==> config.mk <==
export PLATFORM = sky130hd
export DESIGN_NAME = irq_controller_flat
export DESIGN_NICKNAME = d
export VERILOG_FILES = /design/src/rtl/irq_pkg.sv /design/src/rtl/irq_controller_if.sv /design/src/rtl/irq_prio_enc.sv /design/src/rtl/irq_controller.sv /design/src/flat_wrapper.sv
export SDC_FILE = /design/constraint.sdc
export NUM_CORES = 1
export LEC_CHECK = 0
export BUFFER_PORTS_ARGS = -buffer_cell sky130_fd_sc_hd__buf_4
export CORE_AREA = 2 2 76 56
export DETAILED_ROUTE_END_ITERATION = 6
export DIE_AREA = 0 0 78 58
export HOLD_SLACK_MARGIN = 0.02
export PLACE_DENSITY = 0.81
export SLEW_MARGIN = 10
export SYNTH_ARGS = -nofsm -noshare
export SYNTH_HDL_FRONTEND = slang
export SYNTH_SLANG_ARGS = --single-unit
==> constraint.sdc <==
create_clock -name clk_i -period 3 [get_ports clk_i]
set_clock_uncertainty 0.1 [all_clocks]
set_input_delay 0.15 -clock clk_i [delete_from_list [all_inputs] [get_ports clk_i]]
set_output_delay 0.15 -clock clk_i [all_outputs]
set_load 0.01 [all_outputs]
==> src/rtl/irq_pkg.sv <==
// Shared types and constants for the interrupt entry/exit sequencer.
package irq_pkg;

    typedef enum logic [1:0] {
        StIdle,
        StEnter,
        StService,
        StExit
    } irq_state_t;

    localparam int unsigned IRQ_CODE_BASE  = 16;
    localparam int unsigned MCAUSE_IRQ_BIT = 31;

endpackage

==> src/rtl/irq_controller_if.sv <==
// Request/trap/ack bundle between peripherals, core, CSR controller and the interrupt sequencer.
interface irq_controller_if #(
    parameter int unsigned N_IRQ = 16
);

    logic [N_IRQ-1:0] irq_req_i;
    logic [31:0]      mie_i;
    logic             stall_i;
    logic             mret_i;
    logic             trap_o;
    logic [31:0]      mcause_o;
    logic [N_IRQ-1:0] irq_ack_o;
    logic             busy_o;

    modport master (
        output irq_req_i, mie_i, stall_i, mret_i,
        input  trap_o, mcause_o, irq_ack_o, busy_o
    );

    modport slave (
        input  irq_req_i, mie_i, stall_i, mret_i,
        output trap_o, mcause_o, irq_ack_o, busy_o
    );

endinterface

==> src/rtl/irq_prio_enc.sv <==
// Fixed-priority encoder: the lowest set bit of req wins.
module irq_prio_enc #(
    parameter int unsigned N    = 16,
    parameter int unsigned IDXW = (N > 1) ? $clog2(N) : 1
) (
    input  logic [N-1:0]    req,
    output logic            valid,
    output logic [IDXW-1:0] idx
);

    // Scan from the top so the lowest index is the last (winning) write.
    always_comb begin
        valid = 1'b0;
        idx   = '0;
        for (int i = N - 1; i >= 0; i--) begin
            if (req[i]) begin
                valid = 1'b1;
                idx   = IDXW'(i);
            end
        end
    end

endmodule

==> src/rtl/irq_controller.sv <==
// Non-nesting interrupt sequencer: picks the lowest pending enabled source, raises the trap,
// holds it in service until mret, then acknowledges it for one cycle.
module irq_controller
    import irq_pkg::*;
#(
    parameter int unsigned N_IRQ = 16
) (
    input  logic            clk_i,
    input  logic            rst_i,
    irq_controller_if.slave bus
);

    localparam int unsigned IDW = (N_IRQ > 1) ? $clog2(N_IRQ) : 1;

    irq_state_t       state_q;
    logic [IDW-1:0]   id_q;
    logic             trap_q;
    logic             busy_q;
    logic [31:0]      mcause_q;
    logic [N_IRQ-1:0] ack_q;

    logic [N_IRQ-1:0] pend;
    logic             pend_valid;
    logic [IDW-1:0]   pend_idx;
    logic [31:0]      entry_cause;

    logic unused_mie;
    assign unused_mie = ^bus.mie_i[31:N_IRQ];

    assign pend = bus.irq_req_i & bus.mie_i[N_IRQ-1:0];

    irq_prio_enc #(
        .N    (N_IRQ),
        .IDXW (IDW)
    ) u_prio_enc (
        .req   (pend),
        .valid (pend_valid),
        .idx   (pend_idx)
    );

    always_comb begin
        entry_cause                 = '0;
        entry_cause[MCAUSE_IRQ_BIT] = 1'b1;
        entry_cause[30:0]           = 31'(IRQ_CODE_BASE + 32'(pend_idx));
    end

    // Outputs are registered alongside the state so nothing combinational reaches the pins.
    always_ff @(posedge clk_i or negedge rst_i) begin
        if (!rst_i) begin
            state_q  <= StIdle;
            id_q     <= '0;
            trap_q   <= 1'b0;
            busy_q   <= 1'b0;
            mcause_q <= '0;
            ack_q    <= '0;
        end else begin
            ack_q <= '0;
            unique case (state_q)
                StIdle: begin
                    if (pend_valid && !bus.stall_i) begin
                        state_q  <= StEnter;
                        id_q     <= pend_idx;
                        trap_q   <= 1'b1;
                        busy_q   <= 1'b1;
                        mcause_q <= entry_cause;
                    end
                end
                StEnter: begin
                    if (!bus.stall_i) begin
                        state_q <= StService;
                        trap_q  <= 1'b0;
                    end
                end
                StService: begin
                    if (bus.mret_i && !bus.stall_i) begin
                        state_q <= StExit;
                        ack_q   <= N_IRQ'(1) << id_q;
                    end
                end
                StExit: begin
                    state_q  <= StIdle;
                    busy_q   <= 1'b0;
                    mcause_q <= '0;
                end
                default: state_q <= StIdle;
            endcase
        end
    end

    assign bus.trap_o    = trap_q;
    assign bus.busy_o    = busy_q;
    assign bus.mcause_o  = mcause_q;
    assign bus.irq_ack_o = ack_q;

endmodule

==> src/flat_wrapper.sv <==
// flat-port wrapper written by rule: the top's interface ports become plain ports
module irq_controller_flat import irq_pkg::*;
#(
    parameter int unsigned N_IRQ = 16
)
  (clk_i, rst_i, bus_irq_req_i, bus_mie_i, bus_stall_i, bus_mret_i, bus_trap_o, bus_mcause_o, bus_irq_ack_o, bus_busy_o);
  irq_controller_if #(.N_IRQ(N_IRQ)) bus_i ();
  input  logic clk_i;
  input  logic rst_i;
  input wire logic [$bits(bus_i.irq_req_i)-1:0] bus_irq_req_i;
  input wire logic [$bits(bus_i.mie_i)-1:0] bus_mie_i;
  input wire logic [$bits(bus_i.stall_i)-1:0] bus_stall_i;
  input wire logic [$bits(bus_i.mret_i)-1:0] bus_mret_i;
  output wire logic [$bits(bus_i.trap_o)-1:0] bus_trap_o;
  output wire logic [$bits(bus_i.mcause_o)-1:0] bus_mcause_o;
  output wire logic [$bits(bus_i.irq_ack_o)-1:0] bus_irq_ack_o;
  output wire logic [$bits(bus_i.busy_o)-1:0] bus_busy_o;
  assign bus_i.irq_req_i = bus_irq_req_i;
  assign bus_i.mie_i = bus_mie_i;
  assign bus_i.stall_i = bus_stall_i;
  assign bus_i.mret_i = bus_mret_i;
  assign bus_trap_o = bus_i.trap_o;
  assign bus_mcause_o = bus_i.mcause_o;
  assign bus_irq_ack_o = bus_i.irq_ack_o;
  assign bus_busy_o = bus_i.busy_o;
  irq_controller #(.N_IRQ(N_IRQ)) u_core (.clk_i(clk_i), .rst_i(rst_i), .bus(bus_i));
endmodule
-- Yosys cells after proc, flatten, opt, wreduce, memory -nomap -nowiden
Index checks and enable logic that the tools add are counted.
- output and inout port bits: 50
- bits of input ports: 52
- register bits after elaboration: 56
- word-level logic and storage cells: 69
- bitwise operators: 1
- reduce and logical (&&, ||, !) cells: 10
- $add $sub $neg: 1
- multiplexer cells: 44
- equality and inequality tests: 6
- shifts and indexed selects: 1
- operators by type and width (kind ; count):
    4-bit two-way mux ; 16
    32-bit one-hot mux with 2 select lines ; 1
    16-bit two-way mux ; 2
    32-bit two-way mux ; 1
    1-bit two-way mux ; 18
    16-bit bitwise AND ; 1
    1-bit by 4-bit << shifter with 16-bit output, first input constant ; 1
    2-bit one-hot mux with 4 select lines ; 1
    5-bit by 4-bit adder with 6-bit output, first input constant ; 1
    2-bit two-way mux ; 3
    3-bit AND reduction ; 2
    2-bit equality test, second input constant ; 2
    2-bit by 1-bit inequality test with 1-bit output, second input constant ; 2
    1-bit one-hot mux with 2 select lines ; 2
    2-bit AND reduction ; 2
    2-bit nonzero test ; 2
    2-bit by 1-bit equality test with 1-bit output, second input constant ; 1
    1-bit logical AND ; 2
    2-bit zero test ; 1
    2-bit inequality test, second input constant ; 1
    1-bit zero test ; 1

-- Longest topological paths before layout
Gate-level depths: netlist of run 1.
- depth after elaboration: 20
- gate-level depth with buffers: 8

-- By module
From an unflattened synthesis of run 1, not the netlist that was laid out.
- cell total of the unflattened synthesis: 177
- area, all modules: 1607.8 µm²
- modules (own cells, without submodules) (module ; area an instance (µm²) ; seq. area each (µm²) ; cells an instance ; times used):
    irq_controller ; 1428.9 ; 700.7 ; 144 ; 1
    irq_prio_enc ; 178.9 ; 0.0 ; 33 ; 1

-- Worst setup path before layout of run 1
OpenSTA, ideal clock, no wires.
- path kind: register to register
- start: register u_core.state_q[0]
- end: register u_core.mcause_q[3] (netlist: u_core.bus.mcause_o[3])
- clock period less this slack: 1.790 ns
- required time: 2.817 ns
- slack: 1.210 ns
- stages on the path, launching flop included: 9
- arrival: 1.608 ns
- path through: dfrtp_1 > inv_1 > ha_1 > buf_2 > nor2b_1 > nand4b_1 > nor4_1 > a21oi_1 > o21ai_0
- word-level cells in the longest chain between the ends: 3
- ends and longest elaborated chain (element ; RTL line ; source):
    from (decl) ; irq_controller.sv:15 ; irq_state_t state_q;
    from (signal assigned) ; irq_controller.sv:50 ; state_q <= StIdle;
    from (signal assigned) ; irq_controller.sv:61 ; state_q <= StEnter;
    from (signal assigned) ; irq_controller.sv:70 ; state_q <= StService;
    2-bit zero test / 2-bit equality test (equally long branches) ; irq_controller.sv:58 ; unique case (state_q)
    2-bit by 1-bit inequality test with 1-bit output (no line) / 2-bit nonzero test (equally long branches) ; - ;
    2-bit AND reduction (no line) ; - ;
    to (signal assigned) ; irq_controller.sv:65 ; mcause_q <= entry_cause;
    to (decl) ; irq_controller.sv:19 ; logic [31:0] mcause_q;
Several ways; a longest one is shown, not always the timed one.
A chain may end at the register's enable or synchronous reset.

-- Worst setup path after layout of run 1
Ends and elaborated chain as after synthesis.

==> reports/results.tsv, run 1 <==
metric	value	unit
status	completed	
Routed WL	3.32	mm
Final Cycle Share	69.6	%
Max Cap Viol	0	
power after layout	1300	uW
largest family of logic cells by synthesized area	compound AO/OA/AOI/OAI gates	
PostCTS Resize Cnt	0	
htree depth	1	
adder-cell share of the synthesized area	3.80	%
crit path capture type	flip-flop	
Core Footprint	0.00380	mm^2
largest net degree at the start of global routing	29	
number of global-route vias before repair	1185	
Vias/cell	4.89	
Hold WC Path Type	in -> reg	
dpl cells	276	
Synth area leader	dfrtp_1	
CP startpoint kind	flip-flop	
CTS clk-pin slew, worst paths	0.09	ns
Bufs and invs on worst path	1	
sequential area share after synthesis	42.6	%
Post-CTS Setup Bufs	0	
share of the synthesized area in the top cell type	42.6	%
TritonCTS Buffers	3	
CTS max path bufs	2	
Die ar.	0.00452	mm^2
Clock Latency Late Sink	0.27	ns
nets	287	
die height	58	um
Cell Chain, Critical Path	inv_1 -> ha_1 -> nor2b_1 -> nand4b_1 -> nor4_1 -> a21oi_1 -> o21ai_0	
Crit Path Max Fanout	9	
first-pass GRT wire length	5.38	mm
Lkg Pwr	0.00108	uW
Tmin final	2.09	ns
Synth Area in XOR/XNOR	0	%
drt wl/cell	11.8	um
total gr overflow	0	
Yosys warning total	0	
CP Class	reg -> reg	
number of flops mapped to enable cells by yosys	0	
Seq cells post-synth	28	
Simple-Gate Fraction of Synth Area	17.1	%
Worst VDD drop	0.262	mV
Die X-Extent	78	um
Iteration-0 DRC Markers	93	
antenna cell count	0	
Primary FF master, synth	dfrtp_1	
area added between synthesis and finish	27.7	%
highest-count cells in the layout ignoring fill and taps	buf_4 (59), dfrtp_1 (28), conb_1 (26)	
DP HPWL	2.70	mm
CP max stage delay	0.41	ns
compound-cell area share of the yosys netlist	20.1	%
Worst Path Required	3.09	ns
Via Count	1375	
top cells by area, synth	dfrtp_1 (43%), buf_4 (13%), nand2_1 (4.3%), ha_1 (3.8%), a22o_1 (3.7%)	
final instance count without filler cells	281	
RePlAce Congestion	0.784	
unrepaired setup endpoints after global routing	false	
fmax	479	MHz
# setup viols final	0	
Final Hold Viols	0	
CTS tree	yes	
share of post-route cells with drive strength above 1	31.4	%
Crit-path slowest cell	dfrtp_1	
Synth Instances	171	
TritonCTS Sinks	28	
Total Neg Setup Slack	0	ns
most common cell after layout, fill and taps aside	buf_4	
Distinct cells, synth	39	
Antenna Nets Post-Route	0	
Total Routing Usage GR	15.3	%
initial antenna violation count	0	
Pins Over Slew Limit	0	
Initial Utilization	43.3	%
DRT Pass-1 Iters	4	
num ports	102	
Port Buffers	59	
CP delay by family, top	simple AND/OR/NAND/NOR gates	
synthesized cell area	0.00165	mm^2
num rows	19	
Cell Pwr Density	619	mW/mm^2
Root Buffer	clkbuf_8	
arrival time at the worst endpoint	2.18	ns
post-synthesis mux area share	1.60	%
Mapped Avg Cell Area	9.63	um^2
async set-reset flop share out of synthesis	100	%
residual DRC count	0	
per-stage QoR:
| stage | worst slack [ns] | area, um^2 | hold WS [ns] | util (%) |
|---|---|---|---|---|
| final | 0.912 | 2100 | 0.0671 | 55.3 |
| after global routing | 0.711 | 2100 | 0.118 | 55.3 |
| after CTS | 0.910 | 2100 | 0.0670 | 55.3 |
| after detailed placement | 0.938 | 2020 | -0.0213 | 53.2 |
| after global placement | 0.932 | 2020 | -0.0238 | 53.2 |
| after floorplan | 1.21 | 1740 | -0.246 | - |
final timing paths:
kind	cells after the start	endpoint	slack [ns]	start
max in group asynchronous	2	u_core.bus.irq_ack_o[7]	2.32	rst_i
min in group asynchronous	2	u_core.bus.mcause_o[4]	0.22	rst_i
worst max-delay path	7	u_core.bus.mcause_o[3]	0.91	u_core.state_q[0]
worst min-delay path	3	u_core.bus.trap_o	0.07	bus_stall_i
worst min register to register	2	u_core.bus.trap_o	0.45	u_core.bus.trap_o
worst max register to register	7	u_core.bus.mcause_o[3]	0.91	u_core.state_q[0]
flip-flops by register name, summed over array words and instances, names as in the netlist:
register	flops
u_core.bus.irq_ack_o	16
u_core.bus.mcause_o	5
u_core.bus.trap_o	1
u_core.id_q	4
u_core.state_q	2
power breakdown:
part,switching (uW),internal (uW)
Sequential,75.2,449
Clock,110,179
Combinational,256,233
worst reg2reg max path, stage by stage (launching register included):
cell and delay (ns):
dfrtp_1 0.41, inv_1 0.12, ha_1 0.34, nor2b_1 0.27, nand4b_1 0.15, nor4_1 0.38
a21oi_1 0.06, o21ai_0 0.16
logic make-up (layout without fill, tap and decap cells):
| group | Yosys count | count (layout) |
|---|---|---|
| mux | 2 | 2 |
| other cells | 1 | 26 |
| simple gates | 56 | 56 |
| buf+inv | 35 | 68 |
| fa+ha+maj | 5 | 5 |
| flops | 28 | 28 |
| compound gates | 44 | 44 |
cell usage after synthesis, types with 3 or more instances:
| library cell | n |
|---|---|
| dfrtp_1 | 28 |
| a31oi_1 | 3 |
| buf_4 | 29 |
| o21ai_0 | 8 |
| nor2_1 | 16 |
| ha_1 | 5 |
| nor3_1 | 5 |
| a22o_1 | 7 |
| inv_1 | 4 |
| a21oi_1 | 9 |
| nand2_1 | 19 |
metal layers:
layer	vias to the layer above	routed length, um	GRT usage (%)	share of wire, %
met1	665	1490	20.9	45
met5	-	0	0	0
met4	0	8	1.75	0.24
met2	43	1620	25.1	49
met3	2	202	4.67	6.1
li1	665	-	-	-
repair_timing:
| item | 4_1_cts | 5_1_grt |
|---|---|---|
| endpoints found under the hold margin | 28 | 0 |
| hold buffers | 1 | 0 |
| endpoints found under the setup margin | 0 | 0 |
area by class of cell:
| cell class | instances | area [um^2] |
|---|---|---|
| clock buffers | 3 | 41.3 |
| inverters | 4 | 15.0 |
| repair buffers | 60 | 453 |
| fillers | 364 | 1700 |
| flip-flops and latches | 28 | 701 |
| multi-input cells | 133 | 798 |
| well taps | 52 | 65.1 |
| clock inverters | 1 | 30.0 |
No activity file was read; power rests on OpenSTA's default activity.
==> inputs of run 2 (changes only) <==
--- a/config.mk
+++ b/config.mk
@@ -6,11 +6,11 @@
 export NUM_CORES = 1
 export LEC_CHECK = 0
 export BUFFER_PORTS_ARGS = -buffer_cell sky130_fd_sc_hd__buf_4
-export CORE_AREA = 2 2 76 56
+export CORE_AREA = 2 2 77 57
 export DETAILED_ROUTE_END_ITERATION = 6
-export DIE_AREA = 0 0 78 58
+export DIE_AREA = 0 0 79 59
 export HOLD_SLACK_MARGIN = 0.02
-export PLACE_DENSITY = 0.81
+export PLACE_DENSITY = 0.79
 export SLEW_MARGIN = 10
 export SYNTH_ARGS = -nofsm -noshare
 export SYNTH_HDL_FRONTEND = slang
==> constraint.sdc (replaced) <==
create_clock -name clk_i -period 2.1 [get_ports clk_i]
set_clock_uncertainty 0.1 [all_clocks]
set_input_delay 0.105 -clock clk_i [delete_from_list [all_inputs] [get_ports clk_i]]
set_output_delay 0.105 -clock clk_i [all_outputs]
set_load 0.01 [all_outputs]
==> reports/results.tsv, run 2 (synthesis gave the netlist of run 1 again) <==
metric	value	unit	change
drt wl/cell	12.9	um	+9.4%
Fillers	376		+3.3%
dpl cells	277		+0.36%
Tmin final	1.91	ns	-0.176 ns
CTS max path bufs	2		unchanged
number of global-route vias before repair	1301		+9.8%
area added between synthesis and finish	28.6	%	
crit path capture type	flip-flop		
hold path depth	3		unchanged
TritonCTS Buffers	3		unchanged
first-pass GRT wire length	5.87	mm	+9.2%
Hold WC Path Type	in -> reg		
share of post-route cells with drive strength above 1	32.2	%	+0.73 points
Final Cycle Share	91.0	%	+21 points
Iteration-0 DRC Markers	109		+17%
antenna cell count	0		unchanged
initial antenna violation count	0		unchanged
DP HPWL	2.97	mm	+10%
arrival time at the worst endpoint	2.00	ns	-0.18 ns
Crit Path Max Fanout	4		-5
unrepaired setup endpoints after global routing	false		
Worst VDD drop	0.373	mV	+42%
Die X-Extent	79	um	+1.3%
met2 usage	28.6	%	+3.4 points
WHS Endpoint	u_core.bus.trap_o		
hold wc startpoint	bus_stall_i		
Post-CTS Setup Bufs	0		unchanged
Vias/cell	4.90		+0.23%
CP startpoint kind	flip-flop		
RePlAce Congestion	0.781		-0.34%
nets	288		+0.35%
CP Class	reg -> reg		
die height	59	um	+1.7%
M1 GR Usage	21.4	%	+0.54 points
Worst Path Required	2.19	ns	-0.90 ns
most common cell after layout, fill and taps aside	buf_4		
TritonCTS Sinks	28		unchanged
final setup margin	0.188	ns	-0.724 ns
Core Footprint	0.00385	mm^2	+1.2%
Total Routing Usage GR	16.2	%	+0.90 points
Hold Slack	0.0307	ns	-0.0365 ns
Clock Latency Late Sink	0.27	ns	about the same
Via Count	1383		+0.58%
Initial Utilization	42.8	%	-0.53 points
placed cell area	0.00203	mm^2	+0.37%
max reg flops	16		unchanged
placement-stage worst setup slack	0.162	ns	-0.776 ns
highest-count cells in the layout ignoring fill and taps	buf_4 (60), dfrtp_1 (28), conb_1 (26)		
residual DRC count	0		unchanged
CTS clk-pin slew, worst paths	0.09	ns	about the same
reg2reg end	u_core.bus.mcause_o[3]		
Routed WL	3.64	mm	+9.8%
htree depth	1		unchanged
flop2flop setup slack	0.19	ns	-0.72 ns
Root Buffer	clkbuf_8		
fmax	523	MHz	+9.2%
Die ar.	0.00466	mm^2	+3.0%
Antenna Nets Post-Route	0		unchanged
num rows	19		unchanged
Max Cap Viol	0		unchanged
Top Usage Layer GRT	met2		
Cell Pwr Density	892	mW/mm^2	+44%
Lkg Pwr	0.00108	uW	+0.50%
Port Buffers	59		unchanged
Final Hold Viols	0		unchanged
DRT Pass-1 Iters	4		unchanged
worst r2r path cells	7		unchanged
largest net degree at the start of global routing	29		unchanged
CTS tree	yes		
RR Startpoint	u_core.state_q[0]		
# setup viols final	0		unchanged
num ports	102		unchanged
Pins Over Slew Limit	0		unchanged
total gr overflow	0		unchanged
status	completed		
Total Neg Setup Slack	0	ns	unchanged
fin area	0.00212	mm^2	+0.65%
met3 usage	3.66	%	-1.0 points
final instance count without filler cells	282		+0.36%
[run 2: changes by cell type in the layout (fill, tap and decap cells not counted), sizes merged]
cell	delta
buf	+1
[run 2: stage by stage]
step	util, %	total power (uW)
2_1_floorplan	-	1250
3_3_place_gp	52.7	1450
3_5_place_dp	52.7	1480
4_1_cts	54.8	1900
5_1_grt	55.0	2040
6_report	55.0	1890
[run 2: worst max-delay path: stages, from the launching register on]
cell and delay [ns]:
dfrtp_1 0.41, inv_1 0.12, ha_1 0.17, nor2b_1 0.25, nand4b_1 0.21, nor4_2 0.36
a21oi_1 0.06, o21ai_0 0.15
[run 2: layout make-up]
| type | count | area, um^2 | area share, % |
|---|---|---|---|
| clock buffers | 3 | 41.3 | 1.95 |
| clock inverters | 1 | 30.0 | 1.42 |
| inverters | 4 | 15.0 | 0.709 |
| multi-input cells | 133 | 805 | 38.0 |
| flip-flops and latches | 28 | 701 | 33.1 |
| well taps | 52 | 65.1 | 3.07 |
| repair buffers | 61 | 460 | 21.7 |
[run 2: what timing repair did]
item / 4_1_cts / 5_1_grt
hold buffers: 1 / 0
resized for setup: 0 / 1
endpoints found under the setup margin: 0 / 1
hold endpoints to repair: 28 / 0
[run 2: worst max-delay path by stage]
| stage | depth (start not counted) | slack, ns | end | startpoint |
|---|---|---|---|---|
| floorplan | 8 | 0.31 | u_core.bus.mcause_o[3] | u_core.state_q[0] |
| global placement | 7 | 0.22 | u_core.bus.mcause_o[3] | u_core.state_q[0] |
| detailed placement | 7 | 0.16 | u_core.bus.mcause_o[3] | u_core.state_q[0] |
| CTS | 7 | 0.13 | u_core.bus.mcause_o[3] | u_core.state_q[0] |
| global route | 7 | 0.02 | u_core.bus.mcause_o[3] | u_core.state_q[0] |
| finish | 7 | 0.19 | u_core.bus.mcause_o[3] | u_core.state_q[0] |
[run 2: report_power, final]
group / internal [uW] / total [uW] / switching, uW
registers: 641 / 753 / 112
logic: 343 / 722 / 380
clock network: 255 / 413 / 158
[run 2: metal layers]
metal	vias to the layer above	wire, um
met1	649	1580
met2	62	1790
met4	0	17
met3	4	255
li1	668	-
met5	-	0
